<file path="config.mk">
export PLATFORM = sky130hd
export DESIGN_NAME = in_conditioner
export DESIGN_NICKNAME = d
export VERILOG_FILES = /design/src/rtl/in_conditioner.sv
export SDC_FILE = /design/constraint.sdc
export NUM_CORES = 1
export LEC_CHECK = 0
export ABC_AREA = 0
export CAP_MARGIN = 25
export CORE_MARGIN = 2
export CORE_UTILIZATION = 50
export DETAILED_ROUTE_END_ITERATION = 10
export DONT_BUFFER_PORTS = 1
export GPL_ROUTABILITY_DRIVEN = 0
export PLACE_DENSITY = 0.65
export SLEW_MARGIN = 40
export SYNTH_ARGS = -nofsm -noshare
export SYNTH_HDL_FRONTEND = slang
export SYNTH_SLANG_ARGS = --single-unit
</file>
<file path="constraint.sdc">
create_clock -name clk -period 1.9 [get_ports clk]
set_clock_uncertainty 0.15 [all_clocks]
set_input_delay 0.57 -clock clk [delete_from_list [all_inputs] [get_ports clk]]
set_output_delay 0.57 -clock clk [all_outputs]
set_load 0.01 [all_outputs]
</file>
<file path="src/rtl/in_conditioner.sv">
// in_conditioner: conditions an asynchronous switch/sensor input for the fp block.
// Two-flop synchroniser, 4-state debounce FSM, registered rise/fall strobes, and
// saturating 16-bit counters of accepted rising edges and rejected glitches.

module in_conditioner #(
  parameter int DEBOUNCE_CYCLES = 4,
  parameter int CNT_W           = 8
) (
  input  logic        clk,
  input  logic        rst,
  input  logic        raw_in,
  input  logic        clr,
  output logic        clean_out,
  output logic        rise_pulse,
  output logic        fall_pulse,
  output logic [15:0] event_cnt,
  output logic [15:0] glitch_cnt
);

  typedef enum logic [1:0] {
    S_LOW       = 2'd0,
    S_RISE_WAIT = 2'd1,
    S_HIGH      = 2'd2,
    S_FALL_WAIT = 2'd3
  } state_t;

  // The WAIT states accept when the count already reached DEBOUNCE_CYCLES-1,
  // i.e. when cnt+1 would equal DEBOUNCE_CYCLES. Comparing against the
  // precomputed constant avoids a width-extended adder in the compare path.
  localparam logic [CNT_W-1:0] DebLast = CNT_W'(DEBOUNCE_CYCLES - 1);
  localparam logic [CNT_W-1:0] CntOne  = CNT_W'(1);
  localparam logic [15:0]      CntMax  = 16'hFFFF;

  logic             sync1_q;
  logic             sync2_q;
  logic             sync;
  state_t           state_q;
  logic [CNT_W-1:0] debCnt_q;
  logic             clean_q;
  logic             risePulse_q;
  logic             fallPulse_q;
  logic [15:0]      eventCnt_q;
  logic [15:0]      eventCnt_d;
  logic [15:0]      glitchCnt_q;
  logic [15:0]      glitchCnt_d;
  logic             riseAccept;
  logic             glitchSeen;

  assign sync = sync2_q;

  // Two-flop synchroniser; everything downstream sees only the second stage.
  always_ff @(posedge clk or negedge rst) begin
    if (!rst) begin
      sync1_q <= 1'b0;
      sync2_q <= 1'b0;
    end else begin
      sync1_q <= raw_in;
      sync2_q <= sync1_q;
    end
  end

  // Debounce FSM with registered level and one-cycle strobes.
  always_ff @(posedge clk or negedge rst) begin
    if (!rst) begin
      state_q     <= S_LOW;
      debCnt_q    <= '0;
      clean_q     <= 1'b0;
      risePulse_q <= 1'b0;
      fallPulse_q <= 1'b0;
    end else begin
      risePulse_q <= 1'b0;
      fallPulse_q <= 1'b0;
      case (state_q)
        S_LOW: begin
          if (sync) begin
            state_q  <= S_RISE_WAIT;
            debCnt_q <= CntOne;
          end
        end
        S_RISE_WAIT: begin
          if (!sync) begin
            state_q  <= S_LOW;
            debCnt_q <= '0;
          end else if (debCnt_q == DebLast) begin
            state_q     <= S_HIGH;
            debCnt_q    <= '0;
            clean_q     <= 1'b1;
            risePulse_q <= 1'b1;
          end else begin
            debCnt_q <= debCnt_q + CntOne;
          end
        end
        S_HIGH: begin
          if (!sync) begin
            state_q  <= S_FALL_WAIT;
            debCnt_q <= CntOne;
          end
        end
        S_FALL_WAIT: begin
          if (sync) begin
            state_q  <= S_HIGH;
            debCnt_q <= '0;
          end else if (debCnt_q == DebLast) begin
            state_q     <= S_LOW;
            debCnt_q    <= '0;
            clean_q     <= 1'b0;
            fallPulse_q <= 1'b1;
          end else begin
            debCnt_q <= debCnt_q + CntOne;
          end
        end
        default: begin
          state_q  <= S_LOW;
          debCnt_q <= '0;
          clean_q  <= 1'b0;
        end
      endcase
    end
  end

  // Decode counter events from the same conditions the FSM acts on.
  always_comb begin
    riseAccept = (state_q == S_RISE_WAIT) && sync && (debCnt_q == DebLast);
    glitchSeen = ((state_q == S_RISE_WAIT) && !sync) ||
                 ((state_q == S_FALL_WAIT) && sync);
  end

  // Next counter values: clear beats increment, increments stop at all-ones.
  always_comb begin
    eventCnt_d  = eventCnt_q;
    glitchCnt_d = glitchCnt_q;
    if (clr) begin
      eventCnt_d  = '0;
      glitchCnt_d = '0;
    end else begin
      if (riseAccept && (eventCnt_q != CntMax)) begin
        eventCnt_d = eventCnt_q + 16'd1;
      end
      if (glitchSeen && (glitchCnt_q != CntMax)) begin
        glitchCnt_d = glitchCnt_q + 16'd1;
      end
    end
  end

  // Status counter registers.
  always_ff @(posedge clk or negedge rst) begin
    if (!rst) begin
      eventCnt_q  <= '0;
      glitchCnt_q <= '0;
    end else begin
      eventCnt_q  <= eventCnt_d;
      glitchCnt_q <= glitchCnt_d;
    end
  end

  assign clean_out  = clean_q;
  assign rise_pulse = risePulse_q;
  assign fall_pulse = fallPulse_q;
  assign event_cnt  = eventCnt_q;
  assign glitch_cnt = glitchCnt_q;

  // The two strobes are mutually exclusive by construction.
  strobesExclusive: assert property (@(posedge clk) disable iff (!rst)
    !(rise_pulse && fall_pulse));

endmodule

</file>
==> out/summary.txt, run 1 <==
run status: complete, but fails checks
failing checks: setup timing
unique cell type count in the Yosys netlist: 43
# rows: 25
actual slew at the worst max-slew pin: 0.472 ns
first-pass iteration count of the detailed router: 4
Max VDD drop: 0.399 mV
Iter 0 DRT Violations: 109
Cells after Synth: 247
Syn Std Cell Area: 2460 um^2
PwrDens: 762 nW/um^2
hpwl dp: 3.79 mm
CTS Buf Count: 5
syn_nets: 254
largest fanout on the critical path: 7
f_max: 514 MHz
vias in the first global route: 1913
Critical R2R Launch: debCnt_q[1]
Seq/Total Area, Yosys: 0.478
Synth Area per Inst: 9.96 um^2
clk sinks: 47
CTS Buffer Depth: 2
Final Worst Setup Slack: -0.0467 ns
R2R depth: 7
initial core utilization: 0.521
initial antenna violation count: 0
worst hold slack: 0.139 ns
Clock Latency Late Sink: 0.30 ns
Die X-Extent: 74.2 um
Psw: 0.755 mW
Root Buffer: clkbuf_8
type of the most critical hold path: input pin to register
slew margin rel.: 0.684
startpoint types: register
placed inst area: 2870 um^2
Post-Synth Simple-Gate Area: 0.255
clock power share: 0.250
largest family of logic cells by synthesized area: simple AND/OR/NAND/NOR gates
Worst-path clk slew: 0.09 ns
count of flip-flops with a built-in enable after synthesis: 0
crit share post-route: 1.02
first-pass GRT wire length: 9.00 mm
RSZ-0062 raised after global routing: true
Post-synth top flop: dfrtp_1
via count: 2015
core area: 4720 um^2
port bufs: 0
Total GRT Usage: 0.214
Worst Path Class, Setup: register to register
CTS tree: yes
post-synthesis mux area share: 0.00864
Hold Startpoint: raw_in
Post-layout nets: 309
P_leak: 1.34 nW
Synth Area in Compound Gates: 0.112
Seq pwr share: 0.451
Setup Viol. Count Final: 6
area grow syn2layout: 30.2%
Max-Cap Viols: 0
worst slack, placed: -0.168 ns
Hold Path Stages: 0
Setup crit end kind: register
Vias/cell: 5.46
FF-to-FF setup slack: -0.05 ns
xor/xnor share of the synthesized area: 0.110
Sw Share: 0.309
fraction of registers with async set/reset: 1.00
most common cell after layout, fill and taps aside: buf_4
IO Pins: 39
ANT cells: 0
post-route design area: 3200 um^2
WP data arrival: 2.00 ns
crit path time final: 1.95 ns
WL final: 5.64 mm
setup TNS: -0.150 ns
Ys Warns: 0
Comb pwr share: 0.299
share of cells above drive strength 1: 0.291
synthesized flop and latch total: 47
post-layout util: 0.678
H-tree levels: 2
Critical R2R Capture: debCnt_q[5]
Final Hold Vio Count: 0
GRT Residual Overflow: 0
adder-cell area share of the yosys netlist: 0.0153
Slew Limit Fails: 0
Chip Height: 74.2 um
largest net degree at the start of global routing: 48
hold worst-path end: sync1_q
most frequent cells in the layout: 49 x buf_4, 47 x dfrtp_1, 37 x nor2_1, 19 x nand3_1, 17 x xnor2_1
WL/cell: 15.3 um
antenna-violating nets left: 0
# DRC: 0
Die ar.: 5500 um^2
required time of the worst setup path: 1.95 ns
P_int: 1.69 mW
routing by layer:
metal / global-route usage / vias to the layer above / routed length [um]
li1: - / 991 / -
met1: 0.301 / 983 / 2590
met2: 0.330 / 37 / 2800
met3: 0.0556 / 4 / 208
met4: 0.0566 / 0 / 40
met5: 0 / - / 0
kinds of logic (layout without fill, tap and decap cells):
logic type	after synthesis	in the layout
muxes	2	2
AOI/OAI and AO/OA	34	34
xor gates and xnor gates	31	31
adders and majority gates	3	3
and+or+nand+nor	117	117
DFF	47	47
buffers and inverters	13	68
synthesized netlist by cell type (3+ instances only):
cell type  count  area, um^2
nand2_1       15        56.3
a211oi_1       3        22.5
dfrtp_1       47        1180
o21ai_0       10        50.1
a21oi_1        6        30.0
and3_1         4        25.0
nand3_1       19        95.1
xor2_1        14         123
ha_1           3        37.5
nor3_1         5        25.0
and4_1         3        26.3
xnor2_1       17         149
inv_1          7        26.3
clkbuf_1       4        15.0
nor4_1         4        25.0
nand4_1       13        81.3
nor2_1        38         143
timing repair:
action	CTS	global route
endpoints found under the hold margin	47	0
hold buffers	2	0
cloned	0	0
buffers inserted	5	5
resized for setup	6	28
endpoints found under the setup margin	13	22
pin swaps	7	8
critical path, cell delays in order (launching register included):
cell	delay (ns)
dfrtp_1	0.39
ha_2	0.19
nor4b_4	0.12
buf_4	0.16
buf_4	0.14
a211o_4	0.36
buf_4	0.15
o41ai_2	0.19
metrics by stage:
step,total power [mW],instances
final,2.44,369
after global routing,2.58,369
after CTS,2.35,364
after detailed placement,1.69,350
after global placement,1.67,350
after floorplan,1.48,247
flip-flops by register name, indices dropped and copies added (netlist names), named ones only:
signal,cells
debCnt_q,8
fall_pulse,1
rise_pulse,1
state_q,1
sync,1
glitch_cnt,16
sync1_q,1
clean_out,1
event_cnt,16
power by group through the flow:
| stage | Combinational, mW | Sequential (mW) | Clock (mW) |
|---|---|---|---|
| floorplan | 0.325 | 1.15 | 0 |
| global placement | 0.548 | 1.12 | 0 |
| detailed placement | 0.562 | 1.12 | 0 |
| CTS | 0.622 | 1.10 | 0.628 |
| global route | 0.796 | 1.11 | 0.675 |
| finish | 0.730 | 1.10 | 0.611 |
worst max-delay path by stage:
stage | slack, ns | endpoint | cells past startpoint | startpoint
2_1_floorplan | -0.07 | event_cnt[12] | 6 | debCnt_q[0]
4_1_cts | -0.05 | debCnt_q[7] | 8 | debCnt_q[1]
5_1_grt | -0.13 | event_cnt[10] | 8 | debCnt_q[0]
6_report | -0.05 | debCnt_q[5] | 7 | debCnt_q[1]
3_5_place_dp | -0.17 | event_cnt[10] | 6 | debCnt_q[1]
3_3_place_gp | -0.06 | event_cnt[12] | 6 | debCnt_q[0]
layout make-up:
class | count | area (um^2)
fillers | 357 | 1520
multi-input cells | 187 | 1390
flip-flops and latches | 47 | 1180
repair buffers | 54 | 439
well taps | 67 | 83.8
clock buffers | 6 | 82.6
inverters | 7 | 26.3
clock inverters | 1 | 5.00
Power figures use the tool's default switching activity.
==> inputs of run 2 (changes only) <==
- SLEW_MARGIN: 40 -> 20
==> results of run 2 <==
No change in the layout: final DEF, timing and power equal those of run 1.
